--- src/rtl/svm_pattern_decoder_pkg.sv ---
// rtl/svm_pattern_decoder_pkg.sv - shared SVM types, limits and the set vector ROM
package svm_pkg;

    localparam int N_SEG          = 13;
    localparam int N_SET          = 18;
    localparam int PERIOD_MAX_DEF = 1023;
    localparam int TOL_DEF        = 1;

    typedef logic [7:0] vec_t;
    typedef logic [9:0] len_t;
    typedef logic [3:0] idx_t;

    localparam idx_t SEG_LAST = idx_t'(N_SEG - 1);
    localparam idx_t SEG_FULL = idx_t'(N_SEG);

    typedef enum logic [1:0] {
        ST_IDLE,
        ST_CAPTURE,
        ST_CLOSE,
        ST_CALC
    } state_t;

    // Row s-1 holds V1..V7 of set s; a window plays V1..V7 then V6..V1.
    localparam vec_t SET_ROM [N_SET][7] = '{
        '{8'h15, 8'h06, 8'h11, 8'h13, 8'h0e, 8'h01, 8'h14},
        '{8'h15, 8'h11, 8'h06, 8'h13, 8'h01, 8'h0e, 8'h14},
        '{8'h14, 8'h01, 8'h0e, 8'h13, 8'h06, 8'h11, 8'h15},
        '{8'h14, 8'h0e, 8'h01, 8'h13, 8'h11, 8'h06, 8'h15},
        '{8'h13, 8'h06, 8'h15, 8'h11, 8'h0e, 8'h14, 8'h01},
        '{8'h13, 8'h15, 8'h06, 8'h11, 8'h14, 8'h0e, 8'h01},
        '{8'h0e, 8'h01, 8'h14, 8'h13, 8'h06, 8'h15, 8'h11},
        '{8'h0e, 8'h14, 8'h01, 8'h13, 8'h15, 8'h06, 8'h11},
        '{8'h11, 8'h06, 8'h15, 8'h13, 8'h01, 8'h14, 8'h0e},
        '{8'h11, 8'h15, 8'h06, 8'h13, 8'h14, 8'h01, 8'h0e},
        '{8'h01, 8'h0e, 8'h14, 8'h06, 8'h11, 8'h15, 8'h13},
        '{8'h01, 8'h14, 8'h0e, 8'h06, 8'h15, 8'h11, 8'h13},
        '{8'h06, 8'h11, 8'h15, 8'h01, 8'h0e, 8'h14, 8'h13},
        '{8'h06, 8'h15, 8'h11, 8'h01, 8'h14, 8'h0e, 8'h13},
        '{8'h15, 8'h03, 8'h0a, 8'h14, 8'h07, 8'h02, 8'h13},
        '{8'h14, 8'h02, 8'h07, 8'h13, 8'h0a, 8'h03, 8'h15},
        '{8'h13, 8'h03, 8'h0a, 8'h15, 8'h07, 8'h02, 8'h14},
        '{8'h13, 8'h02, 8'h07, 8'h14, 8'h0a, 8'h03, 8'h15}
    };

endpackage

--- src/rtl/svm_pattern_decoder_if.sv ---
// rtl/svm_pattern_decoder_if.sv - vector stream in / recovered pattern out bundle
interface svm_pattern_decoder_if;
    import svm_pkg::*;

    logic       ce;
    vec_t       v_in;
    logic       sync_in;
    len_t       d1;
    len_t       d2;
    len_t       d3;
    len_t       d4;
    len_t       t0;
    logic [7:0] set_out;
    logic       valid;
    logic       seg_err;
    logic       sym_err;
    logic       set_err;

    modport master (
        output ce, v_in, sync_in,
        input  d1, d2, d3, d4, t0, set_out, valid, seg_err, sym_err, set_err
    );

    modport slave (
        input  ce, v_in, sync_in,
        output d1, d2, d3, d4, t0, set_out, valid, seg_err, sym_err, set_err
    );

endinterface

--- src/rtl/svm_set_lookup.sv ---
// rtl/svm_set_lookup.sv - maps the first three vectors after V1 to a set index
module svm_set_lookup
    import svm_pkg::*;
(
    input  vec_t       vec1,
    input  vec_t       vec2,
    input  vec_t       vec3,
    output logic [7:0] set_idx,
    output logic       match
);

    // Scanning downward lets the lowest matching index win.
    always_comb begin
        set_idx = 8'h00;
        match   = 1'b0;
        for (int s = N_SET - 1; s >= 0; s--) begin
            if (SET_ROM[s][1] == vec1 && SET_ROM[s][2] == vec2 && SET_ROM[s][3] == vec3) begin
                set_idx = 8'(s + 1);
                match   = 1'b1;
            end
        end
    end

endmodule

--- src/rtl/svm_pattern_decoder.sv ---
// rtl/svm_pattern_decoder.sv - run-length capture of the SVM vector stream and per-period pattern recovery
module svm_pattern_decoder
    import svm_pkg::*;
#(
    parameter int PERIOD_MAX = PERIOD_MAX_DEF,
    parameter int TOL        = TOL_DEF
) (
    input  logic                 clk,
    input  logic                 rst_n,
    svm_pattern_decoder_if.slave bus
);

    localparam len_t LEN_MAX = len_t'(PERIOD_MAX);
    localparam len_t LEN_TOL = len_t'(TOL);

    state_t     state, state_nxt;
    logic       sync_q, rise;
    idx_t       seg_idx;
    len_t       run_len;
    vec_t       run_vec;
    logic       seg_ovf;
    vec_t       slot_vec [N_SEG];
    len_t       slot_len [N_SEG];
    vec_t       snap_vec [N_SEG];
    len_t       snap_len [N_SEG];
    logic       snap_seg_err;

    logic [12:0] sum_d1, sum_d2, sum_d3, sum_d4, sum_t0;
    logic        sym_now;
    len_t        diff;
    logic [7:0]  lk_set;
    logic        lk_match;

    len_t       c_d1, c_d2, c_d3, c_d4, c_t0;
    logic [7:0] c_set;
    logic       c_match, c_sym, c_seg;

    len_t       d1_r, d2_r, d3_r, d4_r, t0_r;
    logic [7:0] set_r;
    logic       valid_r, seg_err_r, sym_err_r, set_err_r;

    assign rise = bus.sync_in & ~sync_q;

    function automatic len_t sat10(input logic [12:0] s);
        return (s > 13'(LEN_MAX)) ? LEN_MAX : s[9:0];
    endfunction

    always_ff @(posedge clk or negedge rst_n) begin
        if (!rst_n) begin
            state <= ST_IDLE;
        end else if (bus.ce) begin
            state <= state_nxt;
        end
    end

    // Capture runs in every non-idle state, so CLOSE/CALC only pace the result pipeline.
    always_comb begin
        state_nxt = state;
        case (state)
            ST_IDLE:    if (rise) state_nxt = ST_CAPTURE;
            ST_CAPTURE: if (rise) state_nxt = ST_CLOSE;
            ST_CLOSE:   state_nxt = rise ? ST_CLOSE : ST_CALC;
            ST_CALC:    state_nxt = rise ? ST_CLOSE : ST_CAPTURE;
            default:    state_nxt = ST_IDLE;
        endcase
    end

    always_ff @(posedge clk or negedge rst_n) begin
        if (!rst_n) begin
            sync_q       <= 1'b0;
            seg_idx      <= '0;
            run_len      <= '0;
            run_vec      <= '0;
            seg_ovf      <= 1'b0;
            snap_seg_err <= 1'b0;
            for (int i = 0; i < N_SEG; i++) begin
                slot_vec[i] <= '0;
                slot_len[i] <= '0;
                snap_vec[i] <= '0;
                snap_len[i] <= '0;
            end
        end else if (bus.ce) begin
            sync_q <= bus.sync_in;
            if (state == ST_IDLE) begin
                if (rise) begin
                    seg_idx <= '0;
                    run_len <= 10'd1;
                    run_vec <= bus.v_in;
                    seg_ovf <= 1'b0;
                end
            end else if (rise) begin
                // The still-open run goes straight into the snapshot; the rise sample starts the next window.
                for (int i = 0; i < N_SEG; i++) begin
                    snap_vec[i] <= (idx_t'(i) == seg_idx) ? run_vec : slot_vec[i];
                    snap_len[i] <= (idx_t'(i) == seg_idx) ? run_len : slot_len[i];
                end
                snap_seg_err <= seg_ovf | (seg_idx != SEG_LAST);
                seg_idx      <= '0;
                run_len      <= 10'd1;
                run_vec      <= bus.v_in;
                seg_ovf      <= 1'b0;
            end else if (bus.v_in != run_vec) begin
                if (seg_idx < SEG_FULL) begin
                    slot_vec[seg_idx] <= run_vec;
                    slot_len[seg_idx] <= run_len;
                    seg_idx           <= seg_idx + 4'd1;
                end else begin
                    seg_ovf <= 1'b1;
                end
                run_len <= 10'd1;
                run_vec <= bus.v_in;
            end else if (run_len != LEN_MAX) begin
                run_len <= run_len + 10'd1;
            end
        end
    end

    always_comb begin
        sum_d1  = 13'(snap_len[1]) + 13'(snap_len[11]);
        sum_d2  = 13'(snap_len[2]) + 13'(snap_len[10]);
        sum_d3  = 13'(snap_len[4]) + 13'(snap_len[8]);
        sum_d4  = 13'(snap_len[5]) + 13'(snap_len[7]);
        sum_t0  = 13'(snap_len[0]) + 13'(snap_len[3]) + 13'(snap_len[6])
                + 13'(snap_len[9]) + 13'(snap_len[12]);
        sym_now = (snap_vec[0] != snap_vec[12]);
        diff    = '0;
        for (int k = 1; k <= 5; k++) begin
            diff = (snap_len[k] > snap_len[12-k]) ? (snap_len[k] - snap_len[12-k])
                                                  : (snap_len[12-k] - snap_len[k]);
            if (snap_vec[k] != snap_vec[12-k] || diff > LEN_TOL) begin
                sym_now = 1'b1;
            end
        end
    end

    svm_set_lookup u_lookup (
        .vec1    (snap_vec[1]),
        .vec2    (snap_vec[2]),
        .vec3    (snap_vec[3]),
        .set_idx (lk_set),
        .match   (lk_match)
    );

    always_ff @(posedge clk or negedge rst_n) begin
        if (!rst_n) begin
            c_d1      <= '0;
            c_d2      <= '0;
            c_d3      <= '0;
            c_d4      <= '0;
            c_t0      <= '0;
            c_set     <= '0;
            c_match   <= 1'b0;
            c_sym     <= 1'b0;
            c_seg     <= 1'b0;
            d1_r      <= '0;
            d2_r      <= '0;
            d3_r      <= '0;
            d4_r      <= '0;
            t0_r      <= '0;
            set_r     <= '0;
            valid_r   <= 1'b0;
            seg_err_r <= 1'b0;
            sym_err_r <= 1'b0;
            set_err_r <= 1'b0;
        end else if (bus.ce) begin
            if (state == ST_CLOSE) begin
                c_d1    <= sat10(sum_d1);
                c_d2    <= sat10(sum_d2);
                c_d3    <= sat10(sum_d3);
                c_d4    <= sat10(sum_d4);
                c_t0    <= sat10(sum_t0);
                c_set   <= lk_set;
                c_match <= lk_match;
                c_sym   <= sym_now;
                c_seg   <= snap_seg_err;
            end
            valid_r <= (state == ST_CALC);
            if (state == ST_CALC) begin
                // A miscounted window carries no trustworthy slot mapping, so nothing else is reported.
                seg_err_r <= c_seg;
                d1_r      <= c_seg ? '0 : c_d1;
                d2_r      <= c_seg ? '0 : c_d2;
                d3_r      <= c_seg ? '0 : c_d3;
                d4_r      <= c_seg ? '0 : c_d4;
                t0_r      <= c_seg ? '0 : c_t0;
                set_r     <= c_seg ? '0 : c_set;
                sym_err_r <= ~c_seg & c_sym;
                set_err_r <= ~c_seg & ~c_match;
            end
        end
    end

    assign bus.d1      = d1_r;
    assign bus.d2      = d2_r;
    assign bus.d3      = d3_r;
    assign bus.d4      = d4_r;
    assign bus.t0      = t0_r;
    assign bus.set_out = set_r;
    assign bus.valid   = valid_r;
    assign bus.seg_err = seg_err_r;
    assign bus.sym_err = sym_err_r;
    assign bus.set_err = set_err_r;

endmodule
--- src/flat_wrapper.sv ---
// flat-port wrapper written by rule: the top's interface ports become plain ports
module svm_pattern_decoder_flat import svm_pkg::*;
#(
    parameter int PERIOD_MAX = PERIOD_MAX_DEF,
    parameter int TOL        = TOL_DEF
)
  (clk, rst_n, bus_ce, bus_v_in, bus_sync_in, bus_d1, bus_d2, bus_d3, bus_d4, bus_t0, bus_set_out, bus_valid, bus_seg_err, bus_sym_err, bus_set_err);
  svm_pattern_decoder_if bus_i ();
  input  logic clk;
  input  logic rst_n;
  input wire logic [$bits(bus_i.ce)-1:0] bus_ce;
  input wire logic [$bits(bus_i.v_in)-1:0] bus_v_in;
  input wire logic [$bits(bus_i.sync_in)-1:0] bus_sync_in;
  output wire logic [$bits(bus_i.d1)-1:0] bus_d1;
  output wire logic [$bits(bus_i.d2)-1:0] bus_d2;
  output wire logic [$bits(bus_i.d3)-1:0] bus_d3;
  output wire logic [$bits(bus_i.d4)-1:0] bus_d4;
  output wire logic [$bits(bus_i.t0)-1:0] bus_t0;
  output wire logic [$bits(bus_i.set_out)-1:0] bus_set_out;
  output wire logic [$bits(bus_i.valid)-1:0] bus_valid;
  output wire logic [$bits(bus_i.seg_err)-1:0] bus_seg_err;
  output wire logic [$bits(bus_i.sym_err)-1:0] bus_sym_err;
  output wire logic [$bits(bus_i.set_err)-1:0] bus_set_err;
  assign bus_i.ce = bus_ce;
  assign bus_i.v_in = bus_v_in;
  assign bus_i.sync_in = bus_sync_in;
  assign bus_d1 = bus_i.d1;
  assign bus_d2 = bus_i.d2;
  assign bus_d3 = bus_i.d3;
  assign bus_d4 = bus_i.d4;
  assign bus_t0 = bus_i.t0;
  assign bus_set_out = bus_i.set_out;
  assign bus_valid = bus_i.valid;
  assign bus_seg_err = bus_i.seg_err;
  assign bus_sym_err = bus_i.sym_err;
  assign bus_set_err = bus_i.set_err;
  svm_pattern_decoder #(.PERIOD_MAX(PERIOD_MAX), .TOL(TOL)) u_core (.clk(clk), .rst_n(rst_n), .bus(bus_i));
endmodule
--- config.mk ---
export PLATFORM = sky130hd
export DESIGN_NAME = svm_pattern_decoder_flat
export DESIGN_NICKNAME = d
export VERILOG_FILES = /design/src/rtl/svm_pattern_decoder_pkg.sv /design/src/rtl/svm_pattern_decoder_if.sv /design/src/rtl/svm_set_lookup.sv /design/src/rtl/svm_pattern_decoder.sv /design/src/flat_wrapper.sv
export SDC_FILE = /design/constraint.sdc
export NUM_CORES = 1
export LEC_CHECK = 0
export CORE_ASPECT_RATIO = 0.9
export CORE_MARGIN = 1
export CORE_UTILIZATION = 48
export CTS_BUF_LIST = sky130_fd_sc_hd__clkbuf_2
export DETAILED_ROUTE_END_ITERATION = 12
export HOLD_SLACK_MARGIN = 0.03
export SLEW_MARGIN = 20
export SYNTH_ARGS = -nofsm -noshare
export SYNTH_HDL_FRONTEND = slang
export SYNTH_SLANG_ARGS = --single-unit
export TNS_END_PERCENT = 50
--- constraint.sdc ---
create_clock -name clk -period 5.6 [get_ports clk]
set_input_delay 1.12 -clock clk [delete_from_list [all_inputs] [get_ports clk]]
set_output_delay 1.12 -clock clk [all_outputs]
set_load 0.1 [all_outputs]
==> metrics, run 1 <==
PortBufs=70; die width=about 280 µm; Worst EP arrival=6.22 ns; initial core utilization=about half; Die H=roughly 250 µm; clock network fraction of total power=19.4%; Layout Nets=~3500; R2R Setup Slk=around 0.56 ns; Max Fclk=198.5 MHz; Hold-fix buffers, CTS=1; Final Hold Viols=0; area of the core=slightly below 70000 µm²; Via density=between 5 and 6; CP Launch Type=register; CTS Buf Count=between 150 and 200; Critical Path RT=6.78 ns; Pint=around 8500 µW; total track usage=between 20 and 25%; count of different cell masters after synthesis=between 80 and 90; most used flip-flop cell after synthesis=dfrtp_1; P_sw=around 6600 µW; clk_lat worst skew=1.33 ns; fraction of registers with async set/reset=100.0%; first drt pass iteration count=5; clk sinks=between 500 and 600; drt wl/cell=approximately 19 µm; Die Area=roughly 70000 µm²; top post-synthesis cells by area=dfrtp_1 45%, mux2_2 8.1%, mux2i_1 7.3%; Comb power frac=about two fifths; Cells after Synth=about 3300; CP Cell Sequence=ha_1, a21o_1, a21oi_1, o21ai_0, a21oi_1, nor2b_1, o21a_1, o21ai_0, nand2b_1, a21oi_1, xnor2_1, fa_1, inv_1, fa_1, inv_1, ha_1, a21boi_0, a41oi_1, mux2i_1, nand3_1, o22a_1; Tcrit/Tclk final=between 80 and 90%; commonest non-fill, non-tap cell in the layout=dfrtp_1; total negative slack=0 ns; Layout area overhead=8.455%; most used cell, CP=a21oi_1; Routed Antenna Nets=0; syn avg cell area=10.12 µm²; Seq/Total Area, Yosys=a little under half; Seq cells post-synth=~600; crit path kind=reg -> reg; Tmin final=roughly 5 ns; initial antenna violation count=4; CP max FO=10; Hold WC Path Type=in -> async; Seq pwr share=40.0%; Post-Syn Area=32910 µm²; post-synth top area share=roughly 45%; DP HPWL=around 57 mm; WP depth=21; Placed Instance Area=between 30000 and 40000 µm²; CTS root buf=clkbuf_2; switch share=a little over two fifths; Reg clk slew, reported paths=0.13 ns; Post-synth EDFFs=0; H-Tree Depth=4; CTS resizes=0; Clock Skews=0.09618 ns; top-level I/O count=74; CTS tree=done; final setup vio count=0; share of cells above drive strength 1=between 15 and 20%; Max clock buf depth=3; FP Rows=90; GPL Wtd Cong=0.8774; count of max-cap constraint violations=0; power per cell area=424.4 nW/µm²; crit path buf inv count=2; peak supply drop=213.4 µV; Slew Viols, Final=0; Detailed Route Iter0 Violations=roughly 1400; Setup Fix Bufs, Post-CTS=0; # DRC=0; first-pass GRT wire length=approximately 130 mm; CP delay by family, top=compound AO/OA/AOI/OAI gates; P_leak=between 0.015 and 0.02 µW; Final Core Density=a little over half; post-route cell area=roughly 36000 µm²; Slew @ Worst Pin=1.127 ns; Ys Warns=0; gr ovfl total=0; most frequent cells in the layout=596 x dfrtp_1, 368 x nand2_1, 347 x o21ai_0; largest net degree at the start of global routing=around 140; total power=15150 µW; number of global-route vias before repair=23910; crit-path max cell delay=around 0.49 ns; Detailed Route WL=approximately 82 mm; Placement Setup Slack=0.5993 ns; cells on worst reg2reg path=21; CP endpoint kind=register; Worst path slowest cell=fa_1; final worst setup slack=0.5629 ns; status=completed; Yosys top cell by area=dfrtp_1; RSZ-0062 raised after global routing=no; Worst slew margin=24.63%; via count=roughly 24000
worst register-to-register path: stages, from the launching register on:
cell      delay (ns)
dfrtp_1         0.46
ha_1            0.31
a21o_1          0.19
a21oi_1         0.24
o21ai_0         0.11
a21oi_1         0.23
nor2b_1         0.08
o21a_1          0.18
o21ai_0         0.15
nand2b_1        0.07
a21oi_1         0.18
xnor2_1         0.10
fa_1            0.49
inv_1           0.06
fa_1            0.49
inv_1           0.04
ha_1            0.33
a21boi_0        0.14
a41oi_1         0.23
mux2i_1         0.22
nand3_1         0.30
o22a_1          0.31
area by class of cell:
class | instances | area, µm²
antenna | 4 | 10.01
timing repair buffer | 119 | 1139
fill | 6232 | 31760
tap | 874 | 1094
multi-input combinational | 2261 | 16500
clock buffer | 232 | 1161
inverter | 191 | 716.9
sequential | 596 | 14910
clock inverter | 27 | 153.9
through the flow:
stage | hold slack (ns) | std cells
floorplan | 0.4350 | 3254
global placement | 0.4465 | 4040
detailed placement | 0.4683 | 4040
CTS | 0.2891 | 4300
global route | 0.3589 | 4303
finish | 0.4279 | 4304
flip-flops by register name (all words and copies together) (netlist names), 2 cells and up:
signal	count
u_core.bus.d1	10
u_core.bus.d2	10
u_core.bus.d3	10
u_core.bus.d4	10
u_core.bus.set_out	5
u_core.bus.t0	10
u_core.c_d1	10
u_core.c_d2	10
u_core.c_d3	10
u_core.c_d4	10
u_core.c_set	5
u_core.c_t0	10
u_core.run_len	10
u_core.run_vec	8
u_core.seg_idx	4
u_core.slot_len	130
u_core.slot_vec	96
u_core.snap_len	130
u_core.snap_vec	96
u_core.state	2
path summary, 6_finish.rpt:
| kind | startpoint | end |
|---|---|---|
| worst max-delay path | u_core.snap_len[91] | u_core.c_t0[2] |
| worst min-delay path | rst_n | u_core.bus.d1[3] |
| worst max register to register | u_core.snap_len[91] | u_core.c_t0[2] |
| worst min register to register | u_core.bus.d2[3] | u_core.bus.d2[3] |
| max in group asynchronous | rst_n | u_core.bus.t0[1] |
| min in group clk | bus_v_in[5] | u_core.run_vec[5] |
logic make-up after synthesis:
group,after synthesis,share of synthesized area [%]
AOI/OAI and AO/OA,681,12.01
xor gates and xnor gates,135,3.593
adders and majority gates,198,8.326
buffers and inverters,397,4.638
DFF,596,45.32
muxes,475,15.34
other,1,0.01139
and+or+nand+nor,769,10.76
cells in the mapped netlist (all sizes together) (6+ instances only):
cell type,count
mux2,236
a2111oi,8
nor2,129
a21o,23
xnor2,73
o22a,10
xor2,62
nor3,35
ha,163
o211ai,13
mux2i,239
nor2b,15
or3,20
buf,25
and3,10
o22ai,8
a31oi,18
o21a,11
o221ai,6
o21ai,348
nor4,17
nand3,41
inv,190
a211oi,11
nand2,369
clkbuf,181
dfrtp,596
o31ai,6
a21oi,154
nand4,22
nand2b,74
o21bai,22
fa,35
and2,9
routing by layer:
metal  track usage, %  vias up  wire length, µm
met5                0        -               11
met3            4.057      140             3226
met1            34.38    11690            39870
li1                 -    11410                -
met2            37.23      451            36650
met4            8.556        2             1979
power by group through the flow:
stage	sequential [µW]	clock (µW)	combinational, µW
floorplan	7160	0	3300
global placement	6090	0	6110
detailed placement	6150	0	6170
CTS	6060	3060	6200
global route	6200	3280	6680
finish	6060	2940	6150
No activity file was read; power rests on OpenSTA's default activity.
==> run 2, diff against run 1 <==
--- a/config.mk
+++ b/config.mk
@@ -10,6 +10,7 @@
 export CORE_UTILIZATION = 48
 export CTS_BUF_LIST = sky130_fd_sc_hd__clkbuf_2
 export DETAILED_ROUTE_END_ITERATION = 12
+export DONT_BUFFER_PORTS = 1
 export HOLD_SLACK_MARGIN = 0.03
 export SLEW_MARGIN = 20
 export SYNTH_ARGS = -nofsm -noshare
==> metrics, run 2 (synthesized netlist as in run 1, its figures left out) <==
first-pass GRT wire length=~130 mm; Hold WC Path Type=in -> async; P_leak=0.01754 µW; H-Tree Depth=4; Reg area=~15000 µm²; Final Hold Viols=596; status=finished with violations; CTS tree=done; Via density=roughly 5.5; Tmin final=between 4 and 5 ns; # DRC=0; drt wl/cell=19.17 µm; final worst setup slack=approximately 0.62 ns; Routed Antenna Nets=0; top flop regs=u_core.slot_len: 130 flops, u_core.snap_len: 130 flops; RSZ-0062 raised after global routing=no; CP endpoint kind=register; largest net degree at the start of global routing=between 500 and 600; Slew @ Worst Pin=slightly above 2 ns; Placement Setup Slack=roughly 0.60 ns; commonest non-fill, non-tap cell in the layout=dfrtp_1; footprint of the multi-input gates=about 17000 µm²; peak supply drop=~260 µV; crit path buf inv count=2; fillcell total=~6300; clk_lat worst skew=1.34 ns; count of max-cap constraint violations=0; initial antenna violation count=3; Layout area overhead=6.600%; PortBufs=0; top-level I/O count=74; fin cells=roughly 4200; most frequent cells in the layout=596 x dfrtp_1, 367 x nand2_1, 347 x o21ai_0; CTS root buf=clkbuf_2; crit path kind=reg -> reg; total negative slack=0 ns; final hold slack=-0.4556 ns; gr ovfl total=0; Die Area=between 60000 and 70000 µm²; CP Cell Sequence=ha_1, a21o_1, a21oi_1, o21ai_0, a21oi_1, nor2b_1, o21a_1, o21ai_0, nand2b_1, a21oi_1, xnor2_1, fa_1, inv_1, fa_1, inv_1, ha_1, a21boi_0, a41oi_1, mux2i_1, nand3_1, o22a_1; CP max FO=10; crit-path max cell delay=around 0.50 ns; Final Core Density=52.01%; DP HPWL=around 55 mm; initial core utilization=a little under 50%; FP Rows=90; CTS resizes=0; CP delay by family, top=compound AO/OA/AOI/OAI gates; Layout Nets=around 3500; Detailed Route Iter0 Violations=1482; Clock Skews=around 0.076 ns; Critical Path RT=between 6 and 7 ns; power per cell area=~420 nW/µm²; Max clock buf depth=3; number of global-route vias before repair=23920; CP Launch Type=register; first drt pass iteration count=7; clk sinks=between 500 and 600; Reg clk slew, reported paths=roughly 0.090 ns; placed instance count=3958; Tcrit/Tclk final=about nine tenths; most used cell, CP=a21oi_1; Detailed Route WL=slightly above 80 mm; Hold-fix buffers, CTS=11; CTS Buf Count=157; Max Fclk=200.9 MHz; failing checks=hold timing, slew limit; GPL Wtd Cong=roughly 0.87; Worst slew margin=-36.37%; final setup vio count=0; Worst EP arrival=a little over 6 ns; Slew Viols, Final=~290; share of cells above drive strength 1=16.43%; total track usage=24.23%; die width=between 200 and 300 µm; area of the core=67450 µm²; Worst path slowest cell=fa_1; via count=between 20000 and 25000; Die H=250.4 µm
==> run 2: cell count changes in the layout (fill, tap and decap cells not counted), sizes merged <==
cell	change
bufinv	+1
buf	-13
clkinvlp	-1
diode	+3
dlygate4sd3	+10
clkbuf	+4
clkinv	+8
clkdlybuf4s50	-69
==> run 2: layout make-up <==
class                   count  area share [%]
flip-flops and latches    596           42.51
clock buffers             236           3.367
repair buffers             47           1.156
inverters                 191           2.044
clock inverters            35          0.6099
multi-input cells        2261           47.15
diodes                      7         0.04993
well taps                 874           3.117
==> run 2: path summary, 6_finish.rpt <==
kind | start | to | slack, ns | cells past startpoint
setup / recovery | u_core.snap_len[91] | u_core.c_t0[0] | 0.62 | 21
hold / removal | rst_n | u_core.c_d1[1] | -0.46 | 0
setup reg to reg | u_core.snap_len[91] | u_core.c_t0[0] | 0.62 | 21
hold reg to reg | u_core.snap_seg_err | u_core.c_seg | 0.46 | 2
max in group asynchronous | rst_n | u_core.snap_len[9] | 4.51 | 0
min in group clk | bus_ce | u_core.run_len[8] | 0.21 | 4
==> run 2: power breakdown <==
group | internal [µW] | switching, µW
Sequential | 5220 | 2260
Clock | 1210 | 1800
Combinational | 1840 | 2410
==> run 2: worst register-to-register path: stages (launching register included) <==
cell and delay [ns]:
dfrtp_1 0.45, ha_1 0.33, a21o_1 0.19, a21oi_1 0.22, o21ai_0 0.11, a21oi_1 0.25, nor2b_1 0.09, o21a_1 0.18
o21ai_0 0.16, nand2b_1 0.07, a21oi_1 0.18, xnor2_1 0.10, fa_1 0.48, inv_1 0.05, fa_1 0.50, inv_1 0.05
ha_1 0.33, a21boi_0 0.14, a41oi_1 0.20, mux2i_1 0.21, nand3_1 0.30, o22a_1 0.31
==> run 2: metal layers <==
metal  wire length, µm  part of all wire (%)  GRT usage (%)  vias to the layer above
li1                  -                     -              -                    11300
met1             39730                    49          33.92                    11450
met2             36970                    45          37.89                      397
met3              2945                   3.6          4.477                      121
met4              1766                   2.2          7.972                        0
met5                 0                     0              0                        -
==> run 2: metrics by stage <==
step / power [µW] / area (µm²)
2_1_floorplan: 10460 / 32920
3_3_place_gp: 11710 / 33520
3_5_place_dp: 11840 / 33530
4_1_cts: 14910 / 35040
5_1_grt: 15740 / 35080
6_report: 14740 / 35080
==> run 2: repair_timing <==
action	in CTS	in global routing
endpoints found under the hold margin	612	596
setup endpoints to repair	0	0
setup buffers	0	0
